**src/rtl/sv32_tlb_reg_pkg.sv**
```systemverilog
// Shared Sv32 TLB types: PTE layout, ASID width and the per-entry tag/content record.
package sv32_tlb_reg_pkg;

  localparam int unsigned ASID_WIDTH = 9;

  typedef struct packed {
    logic [21:0] ppn;
    logic [1:0]  rsw;
    logic        d;
    logic        a;
    logic        g;
    logic        u;
    logic        x;
    logic        w;
    logic        r;
    logic        v;
  } pte_sv32_t;

  typedef struct packed {
    logic                  valid;
    logic [ASID_WIDTH-1:0] asid;
    logic [9:0]            vpn1;
    logic [9:0]            vpn0;
    logic                  is_4M;
    pte_sv32_t             content;
  } tlb_entry_sv32_t;

endpackage

```
**src/rtl/sv32_tlb_reg_plru_tree.sv**
```systemverilog
// Tree pseudo-LRU over ENTRIES ways; two ordered touch ports, slot 1 is applied last.
module plru_tree #(
  parameter int unsigned ENTRIES = 4,
  localparam int unsigned IW = $clog2(ENTRIES)
) (
  input  logic               clk_i,
  input  logic               rst_ni,
  input  logic [1:0]         touch_valid_i,
  input  logic [1:0][IW-1:0] touch_idx_i,
  output logic [IW-1:0]      victim_idx_o
);

  logic [ENTRIES-2:0] tree_q;
  logic [ENTRIES-2:0] tree_d;
  logic               node_bit;

  // Node (2^l - 1 + k) at level l covers index prefix k; set it to point away from the touched way.
  always_comb begin
    tree_d = tree_q;
    for (int unsigned t = 0; t < 2; t++) begin
      if (touch_valid_i[t]) begin
        for (int unsigned l = 0; l < IW; l++) begin
          for (int unsigned k = 0; k < (32'd1 << l); k++) begin
            if ((touch_idx_i[t] >> (IW - l)) == IW'(k))
              tree_d[(32'd1 << l) - 32'd1 + k] = ~touch_idx_i[t][IW - 1 - l];
          end
        end
      end
    end
  end

  always_comb begin
    victim_idx_o = '0;
    node_bit     = 1'b0;
    for (int unsigned l = 0; l < IW; l++) begin
      node_bit = 1'b0;
      for (int unsigned k = 0; k < (32'd1 << l); k++) begin
        if (victim_idx_o == IW'(k))
          node_bit = tree_q[(32'd1 << l) - 32'd1 + k];
      end
      victim_idx_o = (victim_idx_o << 1) | IW'(node_bit);
    end
  end

  always_ff @(posedge clk_i or negedge rst_ni) begin
    if (!rst_ni) tree_q <= '0;
    else         tree_q <= tree_d;
  end

endmodule

```
**src/rtl/sv32_tlb_reg.sv**
```systemverilog
// Fully associative Sv32 TLB with one-cycle registered lookup, SFENCE flush and PTW refill.
module sv32_tlb_reg #(
  parameter int unsigned TLB_ENTRIES = 4,
  parameter int unsigned ASID_WIDTH  = sv32_tlb_reg_pkg::ASID_WIDTH
) (
  input  logic                  clk_i,
  input  logic                  rst_ni,
  input  logic                  flush_i,
  input  logic [ASID_WIDTH-1:0] asid_to_be_flushed_i,
  input  logic [31:0]           vaddr_to_be_flushed_i,
  input  logic                  update_valid_i,
  input  logic [19:0]           update_vpn_i,
  input  logic [ASID_WIDTH-1:0] update_asid_i,
  input  logic                  update_is_4M_i,
  input  logic [31:0]           update_content_i,
  input  logic                  lu_access_i,
  input  logic [ASID_WIDTH-1:0] lu_asid_i,
  input  logic [31:0]           lu_vaddr_i,
  output logic                  lu_valid_o,
  output logic                  lu_hit_o,
  output logic [31:0]           lu_content_o,
  output logic                  lu_is_4M_o
);
  import sv32_tlb_reg_pkg::*;

  localparam int unsigned IW  = $clog2(TLB_ENTRIES);
  localparam int unsigned PAW = sv32_tlb_reg_pkg::ASID_WIDTH;

  tlb_entry_sv32_t tags_q [TLB_ENTRIES];

  logic [PAW-1:0]         lu_asid_x, upd_asid_x, fl_asid_x;
  logic                   fl_all_asid, fl_all_va;
  logic [TLB_ENTRIES-1:0] fl_inv;
  logic                   lu_any, upd_any, inv_any;
  logic [IW-1:0]          lu_idx, upd_idx, inv_idx, victim_idx, wr_idx;
  logic                   lu_touch;
  logic [1:0]             touch_valid;
  logic [1:0][IW-1:0]     touch_idx;
  tlb_entry_sv32_t        new_entry;
  logic                   unused_vaddr_lsbs;

  assign unused_vaddr_lsbs = ^{lu_vaddr_i[11:0], vaddr_to_be_flushed_i[11:0]};

  always_comb begin
    lu_asid_x  = '0;
    upd_asid_x = '0;
    fl_asid_x  = '0;
    lu_asid_x[ASID_WIDTH-1:0]  = lu_asid_i;
    upd_asid_x[ASID_WIDTH-1:0] = update_asid_i;
    fl_asid_x[ASID_WIDTH-1:0]  = asid_to_be_flushed_i;
  end

  assign fl_all_asid = (asid_to_be_flushed_i == '0);
  assign fl_all_va   = (vaddr_to_be_flushed_i[31:12] == '0);

  always_comb begin
    lu_any  = 1'b0;
    lu_idx  = '0;
    upd_any = 1'b0;
    upd_idx = '0;
    inv_any = 1'b0;
    inv_idx = '0;
    fl_inv  = '0;
    for (int unsigned i = 0; i < TLB_ENTRIES; i++) begin
      logic lu_m, upd_m, va_m;
      lu_m  = tags_q[i].valid
           && ((tags_q[i].asid == lu_asid_x) || tags_q[i].content.g)
           && (tags_q[i].vpn1 == lu_vaddr_i[31:22])
           && (tags_q[i].is_4M || (tags_q[i].vpn0 == lu_vaddr_i[21:12]));
      upd_m = tags_q[i].valid
           && (tags_q[i].asid == upd_asid_x)
           && (tags_q[i].vpn1 == update_vpn_i[19:10])
           && (tags_q[i].is_4M == update_is_4M_i)
           && (update_is_4M_i || (tags_q[i].vpn0 == update_vpn_i[9:0]));
      va_m  = (tags_q[i].vpn1 == vaddr_to_be_flushed_i[31:22])
           && (tags_q[i].is_4M || (tags_q[i].vpn0 == vaddr_to_be_flushed_i[21:12]));
      // ASID-qualified flushes spare global mappings; ASID 0 flushes reach everything.
      if (fl_all_asid) fl_inv[i] = fl_all_va || va_m;
      else             fl_inv[i] = !tags_q[i].content.g && (tags_q[i].asid == fl_asid_x)
                                   && (fl_all_va || va_m);
      if (lu_m && !lu_any) begin
        lu_any = 1'b1;
        lu_idx = IW'(i);
      end
      if (upd_m && !upd_any) begin
        upd_any = 1'b1;
        upd_idx = IW'(i);
      end
      if (!tags_q[i].valid && !inv_any) begin
        inv_any = 1'b1;
        inv_idx = IW'(i);
      end
    end
  end

  always_comb begin
    if (upd_any)      wr_idx = upd_idx;
    else if (inv_any) wr_idx = inv_idx;
    else              wr_idx = victim_idx;
  end

  always_comb begin
    new_entry.valid   = 1'b1;
    new_entry.asid    = upd_asid_x;
    new_entry.vpn1    = update_vpn_i[19:10];
    new_entry.vpn0    = update_vpn_i[9:0];
    new_entry.is_4M   = update_is_4M_i;
    new_entry.content = pte_sv32_t'(update_content_i);
  end

  assign lu_touch    = lu_access_i && lu_any && !flush_i;
  assign touch_valid = {update_valid_i && !flush_i, lu_touch};
  assign touch_idx   = {wr_idx, lu_idx};

  plru_tree #(
    .ENTRIES (TLB_ENTRIES)
  ) u_plru (
    .clk_i         (clk_i),
    .rst_ni        (rst_ni),
    .touch_valid_i (touch_valid),
    .touch_idx_i   (touch_idx),
    .victim_idx_o  (victim_idx)
  );

  always_ff @(posedge clk_i or negedge rst_ni) begin
    if (!rst_ni) begin
      for (int unsigned i = 0; i < TLB_ENTRIES; i++) tags_q[i] <= '0;
    end else if (flush_i) begin
      for (int unsigned i = 0; i < TLB_ENTRIES; i++)
        if (fl_inv[i]) tags_q[i].valid <= 1'b0;
    end else if (update_valid_i) begin
      tags_q[wr_idx] <= new_entry;
    end
  end

  always_ff @(posedge clk_i or negedge rst_ni) begin
    if (!rst_ni) begin
      lu_valid_o   <= 1'b0;
      lu_hit_o     <= 1'b0;
      lu_content_o <= '0;
      lu_is_4M_o   <= 1'b0;
    end else begin
      lu_valid_o <= lu_access_i;
      if (lu_touch) begin
        lu_hit_o     <= 1'b1;
        lu_content_o <= tags_q[lu_idx].content;
        lu_is_4M_o   <= tags_q[lu_idx].is_4M;
      end else begin
        lu_hit_o     <= 1'b0;
        lu_content_o <= '0;
        lu_is_4M_o   <= 1'b0;
      end
    end
  end

endmodule
```
**config.mk**
```make
export PLATFORM = sky130hd
export DESIGN_NAME = sv32_tlb_reg
export DESIGN_NICKNAME = d
export VERILOG_FILES = /design/src/rtl/sv32_tlb_reg_pkg.sv /design/src/rtl/sv32_tlb_reg_plru_tree.sv /design/src/rtl/sv32_tlb_reg.sv
export SDC_FILE = /design/constraint.sdc
export NUM_CORES = 1
export LEC_CHECK = 0
export ABC_AREA = 1
export CORE_MARGIN = 3
export CORE_UTILIZATION = 38
export CTS_BUF_LIST = sky130_fd_sc_hd__clkbuf_4 sky130_fd_sc_hd__clkbuf_8
export DETAILED_ROUTE_END_ITERATION = 7
export PLACE_DENSITY_LB_ADDON = 0.2
export SYNTH_ARGS = -nofsm -noshare
export SYNTH_HDL_FRONTEND = slang
export SYNTH_HIERARCHICAL = 1
export SYNTH_SLANG_ARGS = --single-unit
```
**constraint.sdc**
```tcl
create_clock -name clk_i -period 2.74 [get_ports clk_i]
set_clock_uncertainty 0.1 [all_clocks]
set_input_delay 0.548 -clock clk_i [delete_from_list [all_inputs] [get_ports clk_i]]
set_output_delay 0.548 -clock clk_i [all_outputs]
set_load 0.03 [all_outputs]
```
Word-level counts from Yosys, hierarchy flattened
Cells that the tools add are included.
- bits of input ports: 149
- output and inout bits: 35
- register bits: 290
- word-level logic and storage cells: 275
- reduce and logical (&&, ||, !) cells: 101
- eq/ne operators: 44
- multiplexer cells: 53
- magnitude comparators: 3
- bitwise gates (word level): 8
- operators with widths (cell ; count):
    252-bit bitwise mux ; 1
    252-bit 2-to-1 mux ; 1
    10-bit equality test ; 24
    63-bit binary-select mux with 2-bit select ; 1
    63-bit demux with 2-bit select ; 1
    9-bit equality test ; 12
    33-bit 2-to-1 mux ; 2
    63-bit 2-to-1 mux ; 1
    1-bit logical AND ; 53
    1-bit 2-to-1 mux ; 35
    32-bit 2-to-1 mux ; 1
    20-bit logical NOT ; 1
    1-bit logical OR ; 20
    1-bit logical NOT ; 16
    2-bit 2-to-1 mux ; 8
    2-bit AND reduction ; 5
    9-bit logical NOT ; 1
    2-bit by 1-bit inequality test with 1-bit output, second input constant ; 4
    3-bit >= comparator, second input constant ; 2
    2-bit logical NOT ; 3
    3-bit 2-to-1 mux ; 2
    2-bit inverter with 3-bit output ; 2
    1-bit inverter ; 5
    1-bit equality test ; 4
    other kinds (3) ; 4

Depth between registers and ports, before layout
Gate-level depths: netlist (run 1).
- depth after elaboration: 24
- mapped depth: 21
- gate-level depth less buffers: 18

Modules after synthesis
The synthesis (run 1) kept the hierarchy.
- by module, submodules not included (module ; times used ; area an instance (um^2) ; sequential area each (um^2) ; cells each):
    sv32_tlb_reg ; 1 ; 17476.8 ; 7181.9 ; 2515
    plru_tree ; 1 ; 193.9 ; 75.1 ; 28

Worst setup path after synthesis (run 1)
Ideal clock, no wire load.
- kind: input -> register
- start: input port lu_asid_i[8]
- end: register u_plru.tree_q[1]
- stages on the path: 14
- data arrival time: 2353 ps
- required time: 2527 ps
- setup slack: 174 ps
- path buffers: 2
- setup time: 113 ps
- path through: clkbuf_1 -> xor2_1 -> nor3_1 -> nand3_1 -> nand2_1 -> nand3_1 -> nand2_1 -> o211ai_1 -> clkbuf_1 -> inv_1 -> nand3_1 -> nand3_1 -> nand2_1 -> inv_1
- longest elaborated chain between the ends: 20
- elaborated cells on any way between the ends: 41
- classes of those cells: 4 x eq/ne; 11 x mux; 1 x bitwise; 25 x reduce/logical
- RTL lines (element ; line ; RTL):
    start: declaration ; sv32_tlb_reg.sv:17 ; input logic [ASID_WIDTH-1:0] lu_asid_i,
    9-bit equality test ; sv32_tlb_reg.sv:67 ; && ((tags_q[i].asid == lu_asid_x) || tags_q[i].content.g)
    1-bit logical OR ; sv32_tlb_reg.sv:67 ;
    1-bit logical AND ; sv32_tlb_reg.sv:67 ;
    1-bit logical AND ; sv32_tlb_reg.sv:68 ; && (tags_q[i].vpn1 == lu_vaddr_i[31:22])
    1-bit logical AND ; sv32_tlb_reg.sv:69 ; && (tags_q[i].is_4M || (tags_q[i].vpn0 == lu_vaddr_i[21:12]));
    1-bit 2-to-1 mux ; sv32_tlb_reg.sv:81 ; if (lu_m && !lu_any) begin
    1-bit logical NOT ; sv32_tlb_reg.sv:81 ;
    1-bit logical AND ; sv32_tlb_reg.sv:81 ;
    (+5 left out) ; n/a ;
    1-bit logical AND ; sv32_tlb_reg.sv:81 ;
    1-bit 2-to-1 mux (*) ; sv32_tlb_reg.sv:81 ;
    1-bit logical AND (*) (2 in a row) ; sv32_tlb_reg.sv:111 ; assign lu_touch = lu_access_i && lu_any && !flush_i;
    net lu_touch ; sv32_tlb_reg.sv:36 ; logic lu_touch;
    3-bit 2-to-1 mux (*) ; sv32_tlb_reg_plru_tree.sv:21 ; if (touch_valid_i[t]) begin
    1-bit 2-to-1 mux ; sv32_tlb_reg_plru_tree.sv:24 ; if ((touch_idx_i[t] >> (IW - l)) == IW'(k))
    3-bit 2-to-1 mux (*) ; sv32_tlb_reg_plru_tree.sv:21 ;
    net u_plru.tree_d[1] ; sv32_tlb_reg_plru_tree.sv:14 ; logic [ENTRIES-2:0] tree_d;
    end signal: assignment ; sv32_tlb_reg_plru_tree.sv:47 ; else tree_q <= tree_d;
    end: declaration ; sv32_tlb_reg_plru_tree.sv:13 ; logic [ENTRIES-2:0] tree_q;
Mark *: on every way through the listed nets, which the timed path passes. The rest lies on a longest branch. The select of a mux whose other input is x is not followed.
A chain may end at the register's enable or synchronous reset.

Worst setup path after layout (run 1)
- start: input port lu_asid_i[1]
- end: register lu_content_o[28]
- longest elaborated chain between the ends: 20
- elaborated cells on any way between the ends: 40
- classes of those cells: 4 x eq/ne; 11 x mux; 1 x bitwise; 24 x reduce/logical
- RTL lines (element ; line ; RTL):
    9-bit equality test ; sv32_tlb_reg.sv:67 ;
    1-bit logical OR ; sv32_tlb_reg.sv:67 ;
    1-bit logical AND ; sv32_tlb_reg.sv:67 ;
    1-bit logical AND ; sv32_tlb_reg.sv:68 ;
    1-bit logical AND ; sv32_tlb_reg.sv:69 ;
    1-bit 2-to-1 mux ; sv32_tlb_reg.sv:81 ;
    1-bit logical NOT ; sv32_tlb_reg.sv:81 ;
    1-bit logical AND ; sv32_tlb_reg.sv:81 ;
    (+3 left out) ; n/a ;
    1-bit 2-to-1 mux ; sv32_tlb_reg.sv:81 ;
    1-bit logical NOT ; sv32_tlb_reg.sv:81 ;
    1-bit logical AND ; sv32_tlb_reg.sv:81 ;
    2-bit 2-to-1 mux ; sv32_tlb_reg.sv:81 ;
    2-bit inverter with 3-bit output (not written as such) ; sv32_tlb_reg.sv:146 ; lu_content_o <= tags_q[lu_idx].content;
    63-bit binary-select mux with 2-bit select ; sv32_tlb_reg.sv:146 ;
    33-bit 2-to-1 mux (2 in a row) ; n/a ;
    32-bit 2-to-1 mux (*) ; sv32_tlb_reg.sv:144 ; if (lu_touch) begin
    end signal: assignment ; sv32_tlb_reg.sv:146 ;
    end: declaration ; sv32_tlb_reg.sv:21 ; output logic [31:0] lu_content_o,
Mark *: on every way between the ends. The rest lies on a longest branch, timed or not. The select of a mux whose other input is x is not followed.

==> results of run 1 <==
## placed cells by master (no fill, tap or decap), types with 8 or more instances in the layout
master,instances
buf_4,207
clkdlybuf4s50_1,148
clkbuf_4,14
xnor2_1,57
nor4_1,13
o211ai_1,8
o21ai_0,37
nand3_1,402
nand4_1,37
nand3b_1,31
xor2_1,69
clkbuf_8,69
nand2_1,860
a21oi_1,52
o2111ai_1,9
or2_2,11
buf_12,38
inv_1,271
dfrtp_1,283
nor2_1,118
dlymetal6s2s_1,10
nor3_1,26
o22ai_1,48
## sequential cells by signal (all words and copies together) (netlist names)
| name | count |
|---|---|
| lu_content_o | 32 |
| lu_is_4M_o | 1 |
| lu_valid_o | 1 |
| lu_hit_o | 1 |
| u_plru/tree_q | 3 |
| tags_q | 252 |
## metal layers
| metal | global-route usage, % | up-vias | routed length, um |
|---|---|---|---|
| met5 | 0 | - | 0 |
| met4 | 8.772 | 0 | 2233 |
| met3 | 3.945 | 147 | 4299 |
| met2 | 44.46 | 705 | 31850 |
| met1 | 37.76 | 8822 | 30070 |
| li1 | - | 8776 | - |
## layout make-up
| type | instances | area, um2 | share of cell area, % |
|---|---|---|---|
| Clock inverter | 10 | 117.6 | 0.5079 |
| Clock buffer | 83 | 1055 | 4.555 |
| Inverter | 277 | 1042 | 4.501 |
| Tap cell | 600 | 750.7 | 3.242 |
| Sequential cell | 290 | 7266 | 31.38 |
| Timing Repair Buffer | 415 | 4080 | 17.62 |
| Multi-Input combinational cell | 1824 | 8843 | 38.19 |
## cell families (layout without fill, tap and decap cells)
family	Yosys count	count (layout)	share of synthesized area (%)
simple gates	1522	1522	37.05
buf+inv	429	785	9.658
flops	290	290	41.07
compound gates	173	173	5.820
xor+xnor	128	128	6.344
mux	1	1	0.06372
## worst max-delay path: cells and delay by family
kind	cells	cell delay, ns
buffers and inverters	4	1.08
AOI/OAI and AO/OA	1	0.24
and+or+nand+nor	9	1.15
## power groups by stage
stage	registers, mW	clock network, mW	logic (mW)
after CTS	7.82	4.66	10.4
after global placement	7.84	0	10.2
after detailed placement	7.86	0	10.3
final	7.89	4.56	10.6
after global routing	8.06	4.87	11.8
after floorplan	7.23	0	6.28
## what timing repair did
action | CTS | global route
buffers inserted | 0 | 2
endpoints found under the hold margin | 61 | 0
gates cloned | 0 | 1
pin swaps | 0 | 5
endpoints found under the setup margin | 107 | 288
hold buffers | 1 | 0
resized for setup | 6 | 58
## how the worst max path moves through the flow
stage,start,to,cells after the start
floorplan,lu_asid_i[8],u_plru/tree_q[1],14
global placement,update_vpn_i[0],tags_q[240],14
detailed placement,update_vpn_i[0],tags_q[201],14
CTS,update_vpn_i[0],tags_q[244],15
global route,update_vpn_i[14],tags_q[148],20
finish,lu_asid_i[1],lu_content_o[28],14
==> flow_metrics.py, run 1 <==
metrics = {
    "run_status": {
        "status": "finished, final reports clean",
    },
    "synthesis": {
        "syn_avg_cell_area_um2": 6.949,
        "synth_seq_cells": 290,
        "syn-num-nets": 2692,
        "netlist.area_leader.share_pct": 41.07,
        "yosys-top-cells-area": "dfrtp_1 41%, nand2_1 18%, nand3_1 11%, inv_1 5.8%, xor2_1 3.5%",
        "yosysUniqueCellTypes": 36,
        "netlist_area_um2": 17670,
        "synth_warnings": 6,
        "yosysMostFrequentCell": "nand2_1",
        "ys.flop_type": "dfrtp_1",
        "synth_edf_count": 0,
        "synth_seq_area_share_pct": 41.07,
        "synthCells": 2543,
        "ys_top_cells_by_count": "867 x nand2_1, 403 x nand3_1, 290 x dfrtp_1, 275 x inv_1, 122 x nor2_1",
        "async_flop_share_pct": 100.0,
        "yosys.area.top_type": "dfrtp_1",
    },
    "sta": {
        "layout_setup_ws_ns": 0.1239,
        "fin_hold_ws_ns": 0.3167,
        "fin_setup_tns_ns": 0,
        "max_freq_ghz": 0.3822,
        "worst_slew_pin_slew_ns": 0.6490,
        "slew_headroom_pct": 56.74,
        "fin_crit_sh_pct": 95.48,
        "layout_min_cycle_time_ns": 2.616,
        "hold_viol": 0,
        "setup_viol": 0,
        "final-max-slew-violation-count": 0,
    },
    "floorplanning": {
        "die_h_um": 221.6,
        "core-area_um2": 45670,
        "start_util_pct": 38.69,
        "io_pins": 184,
        "die_w_um": 221.6,
        "die_area_um2": 49120,
        "rows": 78,
    },
    "power_and_ir_drop": {
        "internal-power_mw": 12.80,
        "power_mw": 23.09,
        "power_density_nw_per_um2": 997.2,
        "power.switching_mw": 10.29,
        "swShare_pct": 44.56,
        "leakagePower_nw": 11.99,
        "pwr-share-seq_pct": 34.2,
        "pwr-share-comb_pct": 46.1,
        "irDropWorstVdd_mv": 0.6197,
        "p_clk_share_pct": 19.7,
    },
    "flow_run": {
        "max_cap_viol_count": 0,
    },
    "critical_path": {
        "ff2ff_path_depth": 13,
        "cp_common_cell": "nand3_1",
        "criticalPathCategory": "input pin to register",
        "path_max_fanout": 25,
        "r2r_setup_slack_ns": 0.15,
        "timing.rr.start": "tags_q[181]",
        "cp-start-kind": "input pin",
        "crit_arrival_ns": 3.05,
        "crit_required_ns": 3.18,
        "regToRegEndpoint": "lu_content_o[28]",
        "end_kind": "register",
        "cp_slowest_cell": "clkdlybuf4s50_1",
        "slowest_delay_ns": 0.53,
        "crit_chain": "clkdlybuf4s50_1 -> buf_4 -> or2_2 -> nand3_1 -> nor2_1 -> nand3_1 -> nand2_1 -> nand3_2 -> nand2_1 -> buf_4 -> nor2_4 -> buf_12 -> nand3_1 -> a21oi_1",
    },
    "routing": {
        "drc": 0,
        "avgRoutedWirePerCell_um": 19.56,
        "ant_nets": 0,
        "first_pass_iters": 6,
        "drtIter0Drc": 1647,
        "dr_total_vias": 18450,
        "drt-vias-per-instance": 5.273,
        "wirelength_mm": 68.45,
    },
    "grt": {
        "grt_usage_pct": 27.35,
        "overflow": 0,
        "first_global_vias": 18014,
        "grt_pass1_wl_mm": 106.3,
        "grt_max_degree": 73,
        "antenna_found_initial": 0,
    },
    "cts": {
        "cts_tree": "yes",
        "clk_latency_ns": 0.67,
        "cts_buffers": 54,
        "cts.sinks": 290,
        "cts_buffer_depth": 3,
        "h-tree-depth": 2,
        "cts.clk_slew.worst_paths_ns": 0.06,
        "cts-root-buf": "clkbuf_8",
    },
    "placed_design": {
        "post-place-ws_ns": -0.8194,
        "dp.cells": 3402,
        "port_buffers": 159,
        "dp_hpwl_mm": 50.68,
        "placed_area_um2": 21720,
        "gp_congestion": 1.004,
    },
    "cells_and_area": {
        "drive_gt1_share_pct": 13.83,
        "fillerInstances": 4551,
        "area_growth_pct": 31.03,
        "final_util_pct": 50.70,
        "final_area_um2": 23150,
        "diodes": 0,
        "instances_no_fill": 3499,
        "finalNetCount": 3011,
    },
    "worst_hold_path": {
        "hold_path_class": "input pin to register",
        "worstHoldStart": "update_vpn_i[5]",
        "hold_depth": 4,
        "holdPathEnd": "tags_q[38]",
    },
}
Note: power is estimated with default switching activity, not from simulation.
==> run 2, diff against run 1 <==
Settings changed: CORE_UTILIZATION 38 to 40, GPL_TIMING_DRIVEN set to 0, TNS_END_PERCENT set to 5.
==> run 2 against run 1 <==
Compared with the run above: flip-flop and latch count is the same; sequential power grew 2.8%; non-clock buffer count fell by 131; worst hold slack got worse by 0.19 ns; clock-buffer cell count stayed put; cell area shrank 7.0%; fmax is 3.5% lower; first-iteration DRC count is 32% higher; worst setup slack got worse by 0.094 ns; combinational power fell by 4%; sequential share of layout area grew 2.4 points; critical path depth grew 2; critical endpoint is now tags_q[156]; highest routed layer unchanged.
==> flow_metrics.py, run 2 (synthesis gave the netlist of run 1 again) <==
metrics = {
    "run_status": {
        "status": "finished, final reports clean",
    },
    "routing": {
        "first_pass_iters": 6,
        "drtIter0Drc": 2169,
        "dr_total_vias": 18393,
        "ant_nets": 0,
        "drt-vias-per-instance": 5.486,
        "avgRoutedWirePerCell_um": 21.83,
        "wirelength_mm": 73.20,
        "drc": 0,
    },
    "power_and_ir_drop": {
        "pwr-share-comb_pct": 44.4,
        "power_mw": 22.98,
        "swShare_pct": 46.64,
        "pwr-share-seq_pct": 35.3,
        "power_density_nw_per_um2": 1067,
        "internal-power_mw": 12.26,
        "irDropWorstVdd_mv": 0.4597,
        "power.switching_mw": 10.72,
        "leakagePower_nw": 11.05,
        "p_clk_share_pct": 20.4,
    },
    "placed_design": {
        "port_buffers": 115,
        "dp.cells": 3245,
        "gp_congestion": 1.003,
        "placed_area_um2": 19610,
        "dp_hpwl_mm": 53.76,
    },
    "cts": {
        "cts_buffers": 53,
        "h-tree-depth": 2,
        "cts-root-buf": "clkbuf_8",
        "clk_latency_ns": 0.68,
        "cts.clk_slew.worst_paths_ns": 0.07,
        "cts_buffer_depth": 3,
        "cts_tree": "yes",
        "cts.sinks": 290,
    },
    "critical_path": {
        "cp-start-kind": "register",
        "cpLargestDelayFamily": "simple AND/OR/NAND/NOR gates",
        "end_kind": "register",
        "slowest_delay_ns": 0.43,
        "regToRegEndpoint": "tags_q[156]",
        "cp_common_cell": "nand2_1",
        "timing.rr.start": "tags_q[245]",
        "criticalPathCategory": "register to register",
        "ff2ff_path_depth": 16,
        "crit_chain": "inv_1 -> nand2_1 -> nand2_1 -> nor2_1 -> nand4_1 -> nor2_1 -> nand2_1 -> nor2_2 -> nand2_1 -> nand2_1 -> inv_2 -> a21oi_4 -> buf_12 -> clkbuf_1 -> nand3_1 -> nand2_1",
        "cp_slowest_cell": "clkbuf_1",
        "critPathBufInv": 4,
        "crit_required_ns": 3.22,
        "cp.depth": 16,
        "r2r_setup_slack_ns": 0.03,
        "path_max_fanout": 10,
        "crit_arrival_ns": 3.19,
    },
    "worst_hold_path": {
        "worstHoldStart": "update_asid_i[3]",
        "holdPathEnd": "tags_q[56]",
        "hold_path_class": "input pin to register",
        "hold_depth": 3,
    },
    "flow_run": {
        "max_cap_viol_count": 0,
    },
    "cells_and_area": {
        "reg_top3": "tags_q (252), lu_content_o (32), u_plru/tree_q (3)",
        "layout_commonest_cell": "nand2_1",
        "instances_no_fill": 3353,
        "final_util_pct": 49.69,
        "drive_gt1_share_pct": 12.32,
        "finalNetCount": 2879,
        "final_area_um2": 21540,
        "largest_reg_flops": 252,
        "diodes": 0,
        "top_register": "tags_q",
        "final_cell_mix": "856 x nand2_1, 396 x nand3_1, 269 x dfrtp_1, 262 x inv_1, 112 x nor2_1",
        "area_growth_pct": 21.92,
    },
    "floorplanning": {
        "core-area_um2": 43360,
        "rows": 76,
        "die_area_um2": 46730,
        "die_w_um": 216.2,
        "die_h_um": 216.2,
        "io_pins": 184,
        "start_util_pct": 40.75,
    },
    "grt": {
        "grt_usage_pct": 30.73,
        "overflow": 0,
        "first_global_vias": 17586,
        "grt_max_degree": 114,
        "antenna_found_initial": 0,
        "grt_pass1_wl_mm": 109.3,
    },
    "sta": {
        "hold_viol": 0,
        "max_freq_ghz": 0.3690,
        "fin_crit_sh_pct": 98.90,
        "slew_headroom_pct": 49.02,
        "setup_viol": 0,
        "worst_slew_pin_slew_ns": 0.7647,
        "rsz0062_at_grt": "true",
        "layout_min_cycle_time_ns": 2.710,
        "final-max-slew-violation-count": 0,
    },
}
run 2: worst register-to-register path, delay by kind of cell (launching register included):
family,cells,cell delay (ns)
AOI/OAI and AO/OA,1,0.14
buffers and inverters,4,0.74
DFF,1,0.40
and+or+nand+nor,11,1.24
run 2: worst max path at each step:
stage	start	end	slack, ns
after global placement	rst_ni	tags_q[233]	-11.92
after floorplan	lu_asid_i[8]	u_plru/tree_q[1]	0.17
after global routing	tags_q[245]	tags_q[156]	-0.05
after detailed placement	update_asid_i[1]	tags_q[205]	-1.60
after CTS	tags_q[180]	u_plru/tree_q[2]	-0.07
final	tags_q[245]	tags_q[156]	0.03
run 2: cell type report:
type                       count  area [um2]
multi-input combinational   1824        8940
tap                          585       732.0
clock buffer                  83        1049
buffer                       151       974.7
sequential                   290        7283
fill                        4456       21820
timing repair buffer         133        1375
inverter                     277        1052
clock inverter                10       138.9
run 2: through the flow:
step                setup TNS (ns)  setup slack [ns]  hold slack, ns
floorplan                        0            0.1742          0.1524
global placement          -3838.02            -11.92          0.3441
detailed placement         -401.66            -1.599          0.3493
CTS                        -0.2011          -0.07284          0.1101
global route               -0.8229          -0.05052          0.1390
finish                           0           0.03026          0.1300
run 2: per-layer routing:
| metal | GRT usage [%] | share of wire, % |
|---|---|---|
| met1 | 43.28 | 43 |
| met5 | 0 | 0 |
| met4 | 10.29 | 3.2 |
| met3 | 5.651 | 9.3 |
| met2 | 47.89 | 45 |
run 2: power groups by stage:
stage	clock network [mW]	registers (mW)	logic, mW
floorplan	0	7.23	6.28
finish	4.68	8.11	10.2
global route	4.91	8.27	11.2
global placement	0	8.02	9.06
detailed placement	0	8.05	9.21
CTS	4.72	8.00	9.60
run 2: repair_timing:
item	4_1_cts	5_1_grt
hold endpoints to repair	68	0
hold buffers	1	0
pin swaps	3	3
resized for setup	148	150
setup endpoints to repair	289	282
buffers inserted	7	8
